<file path="config.mk">
export PLATFORM = sky130hd
export DESIGN_NAME = spi_responder
export DESIGN_NICKNAME = d
export VERILOG_FILES = /design/src/rtl/spi_responder.sv
export SDC_FILE = /design/constraint.sdc
export NUM_CORES = 1
export LEC_CHECK = 0
export BUFFER_PORTS_ARGS = -buffer_cell sky130_fd_sc_hd__buf_2
export CORE_ASPECT_RATIO = 0.75
export CORE_MARGIN = 2
export CORE_UTILIZATION = 30
export DETAILED_ROUTE_END_ITERATION = 8
export SLEW_MARGIN = 20
export SYNTH_ARGS = -nofsm -noshare
export SYNTH_HDL_FRONTEND = slang
export SYNTH_SLANG_ARGS = --single-unit
</file>
<file path="constraint.sdc">
create_clock -name clk -period 1.5 [get_ports clk]
set_input_delay 0.225 -clock clk [delete_from_list [all_inputs] [get_ports clk]]
set_output_delay 0.225 -clock clk [all_outputs]
set_load 0.05 [all_outputs]
</file>
<file path="src/rtl/spi_responder.sv">
// SPI mode-0 responder (target) with a one-byte transmit buffer.
// All SPI inputs are resynchronised into the clk domain.
// Edges are found by comparing the last synchroniser stage with one extra delay flop.
module spi_responder #(
  parameter logic [7:0] IDLE_BYTE   = 8'hFF,
  parameter int         SYNC_STAGES = 2
) (
  input  logic       clk,
  input  logic       rst,
  input  logic       cs,
  input  logic       sclk,
  input  logic       mosi,
  output logic       miso,
  input  logic [7:0] tx_data,
  input  logic       tx_valid,
  output logic       tx_ready,
  output logic [7:0] rx_data,
  output logic       rx_valid,
  output logic       tx_underrun,
  output logic       frame_end,
  output logic       busy
);

  typedef enum logic {IDLE = 1'b0, ACTIVE = 1'b1} state_t;

  state_t                 state_r, state_next_s;
  logic [SYNC_STAGES-1:0] cs_sync_r, sclk_sync_r, mosi_sync_r;
  logic                   cs_d_r, sclk_d_r;
  logic                   cs_s, sclk_s, mosi_s;
  logic                   cs_fall_s, cs_rise_s, sclk_rise_s, sclk_fall_s;

  logic [7:0] buf_r;          // transmit buffer; holds data while tx_ready_r is 0
  logic       tx_ready_r;
  logic [7:0] tx_shift_r, rx_shift_r, rx_data_r;
  logic [2:0] bit_cnt_r;
  logic       byte_done_r;    // set by the 8th rising edge, the next falling edge reloads
  logic       miso_r, rx_valid_r, tx_underrun_r, frame_end_r;

  logic       load_s, boundary_s, bypass_s, underrun_s, write_s;
  logic       tx_shift_en_s, rx_en_s, end_s, start_s;
  logic [7:0] load_byte_s;

  assign cs_s   = cs_sync_r[SYNC_STAGES-1];
  assign sclk_s = sclk_sync_r[SYNC_STAGES-1];
  assign mosi_s = mosi_sync_r[SYNC_STAGES-1];

  assign cs_fall_s   = cs_d_r & ~cs_s;
  assign cs_rise_s   = ~cs_d_r & cs_s;
  assign sclk_rise_s = ~sclk_d_r & sclk_s;
  assign sclk_fall_s = sclk_d_r & ~sclk_s;

  // Synchroniser chains and edge-detect delay flops, reset to the idle bus levels.
  always_ff @(posedge clk or posedge rst) begin
    if (rst) begin
      cs_sync_r   <= {SYNC_STAGES{1'b1}};
      sclk_sync_r <= {SYNC_STAGES{1'b0}};
      mosi_sync_r <= {SYNC_STAGES{1'b0}};
      cs_d_r      <= 1'b1;
      sclk_d_r    <= 1'b0;
    end else begin
      cs_sync_r   <= {cs_sync_r[SYNC_STAGES-2:0], cs};
      sclk_sync_r <= {sclk_sync_r[SYNC_STAGES-2:0], sclk};
      mosi_sync_r <= {mosi_sync_r[SYNC_STAGES-2:0], mosi};
      cs_d_r      <= cs_s;
      sclk_d_r    <= sclk_s;
    end
  end

  // FSM state register.
  always_ff @(posedge clk or posedge rst) begin
    if (rst) begin
      state_r <= IDLE;
    end else begin
      state_r <= state_next_s;
    end
  end

  // Next state and per-cycle datapath controls; cs rising overrides any sclk edge.
  always_comb begin
    state_next_s  = state_r;
    start_s       = 1'b0;
    boundary_s    = 1'b0;
    tx_shift_en_s = 1'b0;
    rx_en_s       = 1'b0;
    end_s         = 1'b0;
    case (state_r)
      IDLE: begin
        if (cs_fall_s) begin
          state_next_s = ACTIVE;
          start_s      = 1'b1;
        end else begin
          state_next_s = IDLE;
        end
      end
      ACTIVE: begin
        if (cs_rise_s) begin
          state_next_s = IDLE;
          end_s        = 1'b1;
        end else if (sclk_rise_s) begin
          rx_en_s = 1'b1;
        end else if (sclk_fall_s && byte_done_r) begin
          boundary_s = 1'b1;
        end else if (sclk_fall_s) begin
          tx_shift_en_s = 1'b1;
        end else begin
          state_next_s = ACTIVE;
        end
      end
      default: begin
        state_next_s = IDLE;
      end
    endcase
  end

  // Transmit-byte selection: a same-cycle tx_valid into an empty buffer bypasses it.
  always_comb begin
    load_s      = start_s | boundary_s;
    bypass_s    = load_s & tx_valid & tx_ready_r;
    underrun_s  = boundary_s & tx_ready_r & ~tx_valid;
    write_s     = tx_valid & tx_ready_r & ~bypass_s;
    load_byte_s = IDLE_BYTE;
    if (bypass_s) begin
      load_byte_s = tx_data;
    end else if (!tx_ready_r) begin
      load_byte_s = buf_r;
    end else begin
      load_byte_s = IDLE_BYTE;
    end
  end

  // Datapath: buffer, shift registers, bit counter and registered status outputs.
  always_ff @(posedge clk or posedge rst) begin
    if (rst) begin
      buf_r         <= 8'h00;
      tx_ready_r    <= 1'b1;
      tx_shift_r    <= 8'h00;
      rx_shift_r    <= 8'h00;
      rx_data_r     <= 8'h00;
      bit_cnt_r     <= 3'd0;
      byte_done_r   <= 1'b0;
      miso_r        <= 1'b1;
      rx_valid_r    <= 1'b0;
      tx_underrun_r <= 1'b0;
      frame_end_r   <= 1'b0;
    end else begin
      rx_valid_r    <= 1'b0;
      tx_underrun_r <= underrun_s;
      frame_end_r   <= end_s;

      if (load_s && !tx_ready_r) begin
        tx_ready_r <= 1'b1;
      end else if (write_s) begin
        buf_r      <= tx_data;
        tx_ready_r <= 1'b0;
      end

      if (load_s) begin
        tx_shift_r <= load_byte_s;
        miso_r     <= load_byte_s[7];
      end else if (tx_shift_en_s) begin
        tx_shift_r <= {tx_shift_r[6:0], 1'b0};
        miso_r     <= tx_shift_r[6];
      end else if (end_s) begin
        miso_r     <= 1'b1;
      end

      if (end_s || start_s) begin
        bit_cnt_r   <= 3'd0;
        rx_shift_r  <= 8'h00;
        byte_done_r <= 1'b0;
      end else if (boundary_s) begin
        byte_done_r <= 1'b0;
      end else if (rx_en_s) begin
        rx_shift_r <= {rx_shift_r[6:0], mosi_s};
        bit_cnt_r  <= bit_cnt_r + 3'd1;
        if (bit_cnt_r == 3'd7) begin
          rx_data_r   <= {rx_shift_r[6:0], mosi_s};
          rx_valid_r  <= 1'b1;
          byte_done_r <= 1'b1;
        end
      end
    end
  end

  assign miso        = miso_r;
  assign tx_ready    = tx_ready_r;
  assign rx_data     = rx_data_r;
  assign rx_valid    = rx_valid_r;
  assign tx_underrun = tx_underrun_r;
  assign frame_end   = frame_end_r;
  assign busy        = (state_r == ACTIVE);

endmodule

</file>
# After elaboration in Yosys (flattened, before gate mapping)

Index checks and enable logic that the tools add are counted.

Bits in registers: 48
Output and inout bits: 14
Word-level logic and storage cells: 96

Reductions and logical operators: 14
Bitwise gates (word level): 21
Add/subtract/negate cells: 1
Muxes and demuxes: 41
Eq/ne operators: 2

Operators with widths:

| cell                                                  | count |
|---|---|
| two-way mux 7 bit                                     | 5 |
| two-way mux 1 bit                                     | 30 |
| two-way mux 8 bit                                     | 2 |
| bitwise AND 1 bit                                     | 10 |
| NOT 1 bit                                             | 10 |
| two-way mux 3 bit                                     | 3 |
| nonzero test 3 bit                                    | 3 |
| AND reduction 2 bit                                   | 3 |
| nonzero test 2 bit                                    | 3 |
| AND reduction 4 bit                                   | 1 |
| adder 3 x 1 -> 3 bit, second input constant           | 1 |
| equality test 3 bit, second input constant            | 1 |
| logical AND 1 bit                                     | 2 |
| inequality test 2 x 1 -> 1 bit, second input constant | 1 |
| one-hot mux 1 bit (2 select lines)                    | 1 |
| zero test 1 bit                                       | 1 |
| logical OR 1 bit                                      | 1 |
| OR 1 bit                                              | 1 |

# Longest topological paths before layout

Gate-level depths: netlist of run 1.

Depth after elaboration: 14
Mapped depth: 6
Depth with buffers taken out: 4

# Worst setup path before layout of run 1

Ideal clock, no wire load.

Kind: register to register
From: reg state_r, in the netlist busy
To: reg buf_r[0]
Cell stages (with the launch flop): 6
Data arrival time: 1.741 ns
Slack: -0.365 ns
Library setup time: 0.125 ns
Period minus slack after synthesis: 1.865 ns
Cells stage by stage: dfrtp_1 -> buf_2 -> or2_1 -> a21boi_2 -> nor3_4 -> mux2_2

Word-level cells in the longest chain between the ends: 7

RTL lines:

| what                                     | RTL line | RTL |
|---|---|---|
| start: declaration                       | 26       | `state_t state_r, state_next_s;` |
| start signal: assignment                 | 74       | `state_r <= state_next_s;` |
| two-way mux 1 bit                        | 86       | `case (state_r)` |
| OR 1 bit (*)                             | 117      | `load_s = start_s \| boundary_s;` |
| bitwise AND 1 bit (2 in a row)           | 118      | `bypass_s = load_s & tx_valid & tx_ready_r;` |
| NOT 1 bit                                | 120      | `write_s = tx_valid & tx_ready_r & ~bypass_s;` |
| bitwise AND 1 bit                        | 120      |  |
| AND reduction 2 bit (no source line) (*) | -        |  |
| end signal: assignment                   | 153      | `buf_r <= tx_data;` |
| end: declaration                         | 32       | `logic [7:0] buf_r;` |

Mark *: on every way between the ends. The rest lies on a longest branch, timed or not.
A chain may end at the register's enable or synchronous reset.

# Worst setup path in the final report of run 1

From: reg cs_sync_r[1]
To: reg buf_r[6]

Word-level cells in the longest chain between the ends: 10

RTL lines:

| what                                     | RTL line | RTL |
|---|---|---|
| start: declaration                       | 27       | `logic [SYNC_STAGES-1:0] cs_sync_r, sclk_sync_r, mosi_sync_r;` |
| start signal: assignment                 | 55       | `cs_sync_r <= {SYNC_STAGES{1'b1}};` |
| start signal: assignment                 | 61       | `cs_sync_r <= {cs_sync_r[SYNC_STAGES-2:0], cs};` |
| NOT 1 bit                                | 47       | `assign cs_fall_s = cs_d_r & ~cs_s;` |
| bitwise AND 1 bit                        | 47       |  |
| two-way mux 1 bit                        | 88       | `if (cs_fall_s) begin` |
| two-way mux 1 bit                        | 86       |  |
| OR 1 bit (*)                             | 117      |  |
| bitwise AND 1 bit (2 in a row)           | 118      |  |
| NOT 1 bit                                | 120      |  |
| bitwise AND 1 bit                        | 120      |  |
| AND reduction 2 bit (no source line) (*) | -        |  |

Marked as above.

==> results.py, run 1 <==
metrics = {
    "run_status": {
        "run_status": "finished, violations left",
        "violations": "negative setup slack",
    },
    "synth": {
        "synth_top_cell_by_area": "dfrtp_1",
        "ys_ff_latch": 48,
        "synth.yosys.seq_area_share_pct": 61.66,
        "synthCells": 144,
        "syn_area_sq_mm": 0.001958,
        "yosys_warnings": 0,
        "yosys-top-cells-area": "dfrtp_1, mux2_2, dfstp_2, mux2i_1, a22o_1",
        "synth.avg_cell_area_sq_um": 13.60,
        "syn_nets": 160,
        "synth_top_area_share_pct": 54.95,
        "synthDistinctLibCells": 30,
    },
    "layout": {
        "multi_input_area_sq_um": 792.0,
        "post-route-util_pct": 41.25,
        "fin_area_sq_mm": 0.002606,
        "fin_nets": 210,
        "drive_gt1_share_pct": 47.18,
        "nFillCells": 599,
        "fin_cells": 276,
        "synthToLayoutAreaGrowth_pct": 33.10,
        "seqCellArea_sq_mm": 0.001209,
        "diodes": 0,
    },
    "min_path": {
        "worstHoldPathCells": 1,
        "min_from": "cs",
        "holdPathEnd": "cs_sync_r[0]",
        "hold_class": "in2reg",
    },
    "placement": {
        "place_area_sq_mm": 0.002361,
        "hpwl_microns": 2613,
        "pre_cts_ws_ns": -0.06576,
        "place_inst": 262,
        "gp_congestion": 0.7216,
        "numPortBuffers": 27,
    },
    "detailed_routing": {
        "top_layer_used": "met4",
        "antenna_left": 0,
        "dr.pass1.iters": 4,
        "met1_length_microns": 2002,
        "wl_per_cell_microns": 13.94,
        "vias_per_cell": 4.667,
        "remaining_drc_errors": 0,
        "drt_iter0_drc": 56,
        "met3_length_microns": 105,
        "wl_met2_microns": 1668,
        "vias": 1288,
        "drt_wl_total_microns": 3847,
    },
    "setup_path": {
        "critPathMaxStageDelay_ns": 0.58,
        "rrSetupSlack_ns": -0.03,
        "reg2reg_from": "cs_sync_r[1]",
        "endpoint_kind": "register",
        "cp_max_fo": 8,
        "startpoint_type": "register",
        "rr_worst_depth": 5,
        "crit_chain": "buf_4 > nor2_2 > nor3_4 > buf_12 > mux2_4",
        "cp_num_buf_inv": 2,
        "crit_type": "reg2reg",
        "worstPathRequired_ns": 1.69,
        "r2r-end": "buf_r[6]",
        "cp.arrival_ns": 1.72,
        "cp_top_family": "flip-flops",
        "critPathSlowestCell": "dfstp_2",
    },
    "floorplanning": {
        "initial_core_util_pct": 30.99,
        "die_y_microns": 73.97,
        "dieArea_sq_mm": 0.007196,
        "core_area_sq_mm": 0.006319,
        "die_x_microns": 97.29,
        "ioPinCount": 28,
        "num_rows": 25,
    },
    "timing": {
        "post-route-min-period_ns": 1.528,
        "drv_slew": 0,
        "fin_skew_ns": 0.006519,
        "fmax_mhz": 654.6,
        "finalHoldViolCount": 0,
        "rsz0062_at_grt": "yes",
        "timing.final.crit_share_pct": 101.8,
        "tns_ns": -0.1893,
        "holdWs_ns": 0.02267,
        "tightestPinTransition_ns": 0.3502,
        "relSlewSlack_pct": 76.62,
        "finalSetupViolCount": 8,
        "setup_ws_ns": -0.02771,
    },
    "clocking": {
        "ctsLongestPathBuffers": 2,
        "cts_tree": "yes",
        "cts.sinks": 48,
        "clk_latency_ns": 0.30,
        "h-tree-depth": 2,
        "root_buffer": "clkbuf_8",
        "numCtsBuffers": 5,
        "clkTransAtPathRegs_ns": 0.09,
    },
    "power_and_ir_drop": {
        "power.share.combinational_pct": 18.0,
        "power_switching_share_pct": 25.14,
        "worst_ir_drop_vdd_v": 0.0003879,
        "clkPwrFrac_pct": 31.7,
        "net-switching-power_mw": 0.8062,
        "pwr-share-seq_pct": 50.2,
        "powerDensity_mw_per_mm2": 1230,
        "p_int_mw": 2.401,
        "finalPower_mw": 3.207,
        "power_leakage_nw": 1.333,
    },
    "grt": {
        "grt-ovfl-total": 0,
        "grt.total_usage_pct": 11.24,
        "grt_start_max_net_pins": 29,
        "grt_pass1_wl_microns": 6341,
        "grt_pass1_vias": 1269,
        "antenna_found_initial": 0,
    },
    "job": {
        "cap_violations": 0,
    },
}
-- synth_stat cells --
cell       n
dfrtp_1   43
mux2_2    17
mux2i_1   13
o21ai_0   11
a22o_1     9
nand3b_1   7
clkbuf_1   5
dfstp_2    5
inv_1      5
nand2_1    4
nor2b_1    3
and2_1     2
ha_1       2
nor2_1     2
a21boi_2   1
and3_1     1
buf_2      1
maj3_1     1
nand2_2    1
nand2b_1   1
nand3_1    1
nand4_1    1
nand4b_1   1
nor2_2     1
nor3_4     1
nor4_1     1
o221a_2    1
o22a_1     1
or2_1      1
or3_1      1
-- layout by cell type, fill, tap and decap left out, types with 2 or more instances in the layout --
cell type   n
dfrtp_1    42
buf_2      26
buf_4      14
mux2i_1    13
o21ai_0    11
a22o_1      9
mux2_2      9
mux2_4      8
nand3b_1    7
clkbuf_8    7
dfstp_2     5
inv_1       4
buf_12      4
nand2_1     3
buf_6       3
nand2_4     2
ha_1        2
-- kinds of logic after synthesis --
family,after synthesis,share of synthesized area [%]
compound gates,23,8.435
fa+ha+maj,3,1.789
mux,30,16.42
simple gates,29,9.522
buf+inv,11,2.172
flops,48,61.66
-- sequential cells by signal, indices dropped and copies added (netlist names), 2 cells and up --
name,cells
bit_cnt_r,3
mosi_sync_r,2
tx_shift_r,7
rx_data,8
sclk_sync_r,2
buf_r,8
cs_sync_r,2
rx_shift_r,7
-- power by group through the flow --
stage	Combinational, mW	Sequential, mW	Clock, mW
floorplan	0.330	1.65	0
global placement	0.511	1.63	0
detailed placement	0.524	1.63	0
CTS	0.571	1.61	1.05
global route	0.640	1.64	1.11
finish	0.578	1.61	1.02
-- cell type report --
cell class | count | share of cell area [%]
flip-flops and latches | 48 | 46.38
well taps | 81 | 3.889
clock buffers | 7 | 3.697
repair buffers | 48 | 13.78
clock inverters | 1 | 1.152
multi-input cells | 86 | 30.39
inverters | 5 | 0.7201
-- how the worst max path moves through the flow --
stage                     depth (start not counted)      startpoint    endpoint  slack, ns
after floorplan                                   4        tx_ready    buf_r[0]      -0.28
after global placement                            4    cs_sync_r[1]  rx_data[0]      -0.05
after CTS                                         5    cs_sync_r[1]    buf_r[6]      -0.05
after global routing                              5  sclk_sync_r[1]    buf_r[6]      -0.09
after detailed placement                          5    cs_sync_r[1]    buf_r[0]      -0.07
final                                             5    cs_sync_r[1]    buf_r[6]      -0.03
-- metal layers --
metal	up-vias	track usage, %
met4	0	5.556
met5	-	0
li1	615	-
met3	8	2.914
met1	647	16.41
met2	18	15.59
-- worst reg2reg max path, stage by stage (launching register included) --
cell	delay, ns
dfstp_2	0.58
buf_4	0.13
nor2_2	0.05
nor3_4	0.20
buf_12	0.17
mux2_4	0.30
-- timing repair --
item,CTS,global route
pin swaps,3,6
gates cloned,0,1
gates resized for setup,13,8
endpoints found under the setup margin,25,29
setup buffers,2,4
endpoints found under the hold margin,12,0
hold buffers,1,0
Note: power is estimated with default switching activity, not from simulation.
==> run 2: changes to the inputs <==
--- a/config.mk
+++ b/config.mk
@@ -8,8 +8,9 @@
 export BUFFER_PORTS_ARGS = -buffer_cell sky130_fd_sc_hd__buf_2
 export CORE_ASPECT_RATIO = 0.75
 export CORE_MARGIN = 2
-export CORE_UTILIZATION = 30
+export CORE_UTILIZATION = 50
 export DETAILED_ROUTE_END_ITERATION = 8
+export PLACE_DENSITY = 0.74
 export SLEW_MARGIN = 20
 export SYNTH_ARGS = -nofsm -noshare
 export SYNTH_HDL_FRONTEND = slang
==> run 2 against run 1 <==
Compared with the run above:
- the flow still finishes with violations (negative setup slack)
- die area shrank 38%
- flip-flop and latch count stayed put
- final area fell by 3.9%
- worst hold slack lost 0.0032 ns
- clock power fell by 24%
- first-iteration DRC count rose by 68%
- count of clock-buffer cells in the layout shrank 2
- fmax shrank 4.2%
- critical endpoint is now buf_r[0]
==> results.py, run 2 (synthesis gave the netlist of run 1 again) <==
metrics = {
    "setup_path": {
        "rr_worst_depth": 5,
        "cp-startpoint": "cs_sync_r[1]",
        "cp.arrival_ns": 1.78,
        "worstPathRequired_ns": 1.69,
        "crit_type": "reg2reg",
        "endpoint_kind": "register",
        "crit_end": "buf_r[0]",
        "cp_max_fo": 8,
        "rrSetupSlack_ns": -0.09,
        "startpoint_type": "register",
        "r2r-end": "buf_r[0]",
        "reg2reg_from": "cs_sync_r[1]",
    },
    "timing": {
        "post-route-min-period_ns": 1.594,
        "drv_slew": 0,
        "fmax_mhz": 627.3,
        "timing.final.crit_share_pct": 106.3,
        "tightestPinTransition_ns": 0.4176,
        "finalHoldViolCount": 0,
        "relSlewSlack_pct": 72.12,
        "finalSetupViolCount": 12,
        "rsz0062_at_grt": "yes",
        "tns_ns": -0.6953,
        "fin_skew_ns": 0.004517,
        "setup_ws_ns": -0.09409,
    },
    "layout": {
        "final_common_cell": "dfrtp_1",
        "drive_gt1_share_pct": 46.63,
        "mostFrequentLayoutCells": "dfrtp_1, buf_2, mux2_2",
        "fin_cells": 245,
        "synthToLayoutAreaGrowth_pct": 27.86,
        "fin_nets": 208,
        "diodes": 0,
    },
    "run_status": {
        "run_status": "finished, violations left",
        "violations": "negative setup slack",
    },
    "floorplanning": {
        "num_rows": 19,
        "die_x_microns": 76.26,
        "initial_core_util_pct": 52.80,
        "core_area_sq_mm": 0.003709,
        "dieArea_sq_mm": 0.004438,
        "ioPinCount": 28,
        "die_y_microns": 58.20,
    },
    "grt": {
        "grt.total_usage_pct": 18.93,
        "antenna_found_initial": 0,
        "grt_start_max_net_pins": 20,
        "grt-ovfl-total": 0,
        "grt_pass1_wl_microns": 6417,
        "grt_pass1_vias": 1288,
    },
    "placement": {
        "numPortBuffers": 27,
        "place_inst": 228,
        "gp_congestion": 0.7681,
        "hpwl_microns": 2599,
    },
    "detailed_routing": {
        "vias": 1326,
        "dr.pass1.iters": 4,
        "wl_per_cell_microns": 15.47,
        "drt_iter0_drc": 94,
        "vias_per_cell": 5.412,
        "antenna_left": 0,
        "remaining_drc_errors": 0,
        "drt_wl_total_microns": 3789,
    },
    "clocking": {
        "clk_latency_ns": 0.30,
        "numCtsBuffers": 5,
        "root_buffer": "clkbuf_8",
        "cts_tree": "yes",
        "h-tree-depth": 2,
        "ctsLongestPathBuffers": 2,
        "clkTransAtPathRegs_ns": 0.09,
        "cts.sinks": 48,
    },
    "job": {
        "cap_violations": 0,
    },
    "power_and_ir_drop": {
        "powerDensity_mw_per_mm2": 1188,
        "worst_ir_drop_vdd_v": 0.0007567,
        "power_leakage_nw": 1.272,
        "finalPower_mw": 2.976,
    },
    "min_path": {
        "worstHoldPathCells": 1,
        "hold_class": "in2reg",
    },
}
run 2: report_power, final:
| part | internal (mW) | total [mW] | switching, mW |
|---|---|---|---|
| logic | 0.301 | 0.573 | 0.272 |
| clock network | 0.330 | 0.775 | 0.445 |
| registers | 1.50 | 1.63 | 0.129 |
run 2: metal layers:
layer,global-route usage [%],part of all wire [%]
met4,5.455,0.58
met2,28.70,46
met3,4.206,4.5
met1,27.96,48
met5,0,0
run 2: cell type report:
type,instances,area (sq um)
sequential,48,1209
inverter,5,18.77
multi-input combinational,86,778.2
clock inverter,3,23.77
tap,52,65.06
clock buffer,5,68.82
timing repair buffer,46,340.3
fill,285,1205
run 2: how the worst min path moves through the flow:
stage | start | end | slack [ns]
final | cs | cs_sync_r[0] | 0.02
after global routing | cs | cs_sync_r[0] | 0.007
after CTS | cs | cs_sync_r[0] | 0.01
after detailed placement | rst | buf_r[5] | 0.24
after global placement | rst | buf_r[6] | 0.23
after floorplan | cs | cs_sync_r[0] | 0.23
run 2: what timing repair did:
action                                  4_1_cts  5_1_grt
endpoints found under the hold margin        13        0
gates resized for setup                      10        5
hold buffers                                  1        0
setup buffers                                 4        3
endpoints found under the setup margin       26       23
cloned                                        1        0
pin swaps                                     1        2
run 2: critical path: stages (launching register included):
cell      delay [ns]
dfstp_2         0.60
or2_1           0.15
a21boi_2        0.08
nor3_4          0.16
buf_12          0.15
mux2_2          0.33
run 2: per-stage QoR:
stage | hold slack (ns) | instance area (sq um) | worst slack (ns) | utilization, %
2_1_floorplan | 0.2295 | 1996 | -0.2762 | -
3_3_place_gp | 0.2305 | 2275 | -0.03836 | 61.34
3_5_place_dp | 0.2444 | 2275 | -0.1011 | 61.34
4_1_cts | 0.01338 | 2456 | -0.06650 | 66.23
5_1_grt | 0.006866 | 2504 | -0.1457 | 67.51
6_report | 0.01950 | 2504 | -0.09409 | 67.51
==> run 3: changes to the inputs <==
--- a/config.mk
+++ b/config.mk
@@ -6,7 +6,6 @@
 export NUM_CORES = 1
 export LEC_CHECK = 0
 export BUFFER_PORTS_ARGS = -buffer_cell sky130_fd_sc_hd__buf_2
-export CORE_ASPECT_RATIO = 0.75
 export CORE_MARGIN = 2
 export CORE_UTILIZATION = 50
 export DETAILED_ROUTE_END_ITERATION = 8
==> run 3 against run 2 <==
Compared with the run above:
- the run still ends with negative setup slack left
- clock skew is 0.0014 ns higher
- sequential share of layout area is 0.31 points lower
- count of clock-buffer cells in the layout is 3 higher
- die area is 0.11% lower
- global-route usage is 1.3 points lower
- highest routed layer unchanged
==> results.py, run 3 (synthesis gave the netlist of run 1 again) <==
metrics = {
    "run_status": {
        "run_status": "finished, violations left",
        "violations": "negative setup slack",
    },
    "timing": {
        "drv_slew": 0,
        "fmax_mhz": 644.8,
        "finalHoldViolCount": 0,
        "rsz0062_at_grt": "yes",
        "relSlewSlack_pct": 78.55,
        "finalSetupViolCount": 9,
        "post-route-min-period_ns": 1.551,
        "tns_ns": -0.2829,
        "fin_skew_ns": 0.005938,
        "holdWs_ns": 0.02813,
        "timing.final.crit_share_pct": 103.4,
        "setup_ws_ns": -0.05083,
        "tightestPinTransition_ns": 0.3211,
    },
    "clocking": {
        "cts.sinks": 48,
        "numCtsBuffers": 5,
        "h-tree-depth": 2,
        "ctsLongestPathBuffers": 2,
        "cts_tree": "yes",
        "clkTransAtPathRegs_ns": 0.08,
        "clk_latency_ns": 0.29,
        "root_buffer": "clkbuf_8",
    },
    "power_and_ir_drop": {
        "worst_ir_drop_vdd_v": 0.0006479,
        "powerDensity_mw_per_mm2": 1180,
        "pwr-share-seq_pct": 54.2,
        "p_int_mw": 2.214,
        "power_leakage_nw": 1.304,
        "net-switching-power_mw": 0.7600,
        "clkPwrFrac_pct": 27.0,
        "power.share.combinational_pct": 18.9,
        "power_switching_share_pct": 25.55,
    },
    "setup_path": {
        "reg2reg_from": "cs_sync_r[1]",
        "critPathMaxStageDelay_ns": 0.55,
        "startpoint_type": "register",
        "crit_type": "reg2reg",
        "rr_worst_depth": 5,
        "endpoint_kind": "register",
        "cp.arrival_ns": 1.74,
        "cp_max_fo": 8,
        "crit_end": "buf_r[5]",
        "worstPathRequired_ns": 1.68,
        "cp-startpoint": "cs_sync_r[1]",
        "rrSetupSlack_ns": -0.05,
        "crit_chain": "or2_1 > a21boi_2 > nor3_4 > buf_12 > mux2_2",
        "critPathSlowestCell": "dfstp_2",
        "r2r-end": "buf_r[5]",
    },
    "placement": {
        "pre_cts_ws_ns": -0.06350,
        "numPortBuffers": 27,
        "hpwl_microns": 2399,
        "gp_congestion": 0.8545,
        "place_inst": 227,
    },
    "layout": {
        "diodes": 0,
        "fin_cells": 241,
        "synthToLayoutAreaGrowth_pct": 28.69,
        "final_common_cell": "dfrtp_1",
        "fin_nets": 208,
        "drive_gt1_share_pct": 46.11,
        "post-route-util_pct": 67.81,
        "mostFrequentLayoutCells": "dfrtp_1, buf_2, mux2i_1, mux2_2, buf_4",
    },
    "floorplanning": {
        "initial_core_util_pct": 52.69,
        "core_area_sq_mm": 0.003716,
        "dieArea_sq_mm": 0.004433,
        "die_x_microns": 66.58,
        "ioPinCount": 28,
        "num_rows": 22,
        "die_y_microns": 66.58,
    },
    "detailed_routing": {
        "vias": 1285,
        "drt_wl_total_microns": 3616,
        "remaining_drc_errors": 0,
        "dr.pass1.iters": 4,
        "vias_per_cell": 5.332,
        "antenna_left": 0,
        "wl_per_cell_microns": 15.00,
        "drt_iter0_drc": 41,
    },
    "min_path": {
        "hold_class": "in2reg",
    },
    "job": {
        "cap_violations": 0,
    },
    "grt": {
        "grt_pass1_vias": 1305,
        "grt_pass1_wl_microns": 5816,
        "antenna_found_initial": 0,
        "grt.total_usage_pct": 17.66,
        "grt-ovfl-total": 0,
        "grt_start_max_net_pins": 49,
    },
}
-- run 3: how the worst min path moves through the flow --
stage / start / end / slack [ns] / cells past startpoint
floorplan: cs / cs_sync_r[0] / 0.23 / 0
global placement: rst / sclk_sync_r[0] / 0.28 / 3
detailed placement: rst / sclk_sync_r[1] / 0.28 / 3
CTS: cs / cs_sync_r[0] / 0.02 / 1
global route: cs / cs_sync_r[0] / 0.01 / 1
finish: cs / cs_sync_r[0] / 0.03 / 1
-- run 3: timing repair --
| action | in CTS | in global routing |
|---|---|---|
| buffers inserted | 1 | 5 |
| cloned | 1 | 1 |
| hold buffers | 1 | 0 |
| resized for setup | 8 | 15 |
| pin swaps | 3 | 6 |
| endpoints found under the hold margin | 43 | 0 |
| setup endpoints to repair | 23 | 35 |
-- run 3: critical path, delay by kind of cell (launching register included) --
kind	cells	cell delay, ns
flip-flops	1	0.55
AND/OR/NAND/NOR	2	0.33
multiplexers	1	0.33
buffers and inverters	1	0.15
AO/OA/AOI/OAI	1	0.07
-- run 3: routing by layer --
| metal | global-route usage, % | routed length [microns] | up-vias |
|---|---|---|---|
| li1 | - | - | 610 |
| met1 | 21.21 | 1650 | 646 |
| met2 | 30.50 | 1818 | 27 |
| met3 | 5.743 | 129 | 2 |
| met4 | 4.592 | 18 | 0 |
| met5 | 0 | 0 | - |
-- run 3: area by class of cell --
cell class / count / area [sq um]
clock buffer: 8 / 100.1
inverter: 5 / 18.77
multi-input combinational: 87 / 804.5
sequential: 48 / 1209
tap: 48 / 60.06
fill: 265 / 1196
timing repair buffer: 45 / 327.8
-- run 3: stage by stage --
| stage | power, mW | cell area, sq um |
|---|---|---|
| floorplan | 1.982 | 1996 |
| global placement | 2.100 | 2292 |
| detailed placement | 2.135 | 2292 |
| CTS | 2.975 | 2457 |
| global route | 3.148 | 2520 |
| finish | 2.974 | 2520 |
-- run 3: power groups by stage --
stage / clock (mW) / combinational (mW) / sequential [mW]
6_report: 0.802 / 0.561 / 1.61
5_1_grt: 0.901 / 0.618 / 1.63
4_1_cts: 0.833 / 0.536 / 1.61
3_5_place_dp: 0 / 0.505 / 1.63
3_3_place_gp: 0 / 0.481 / 1.62
2_1_floorplan: 0 / 0.330 / 1.65
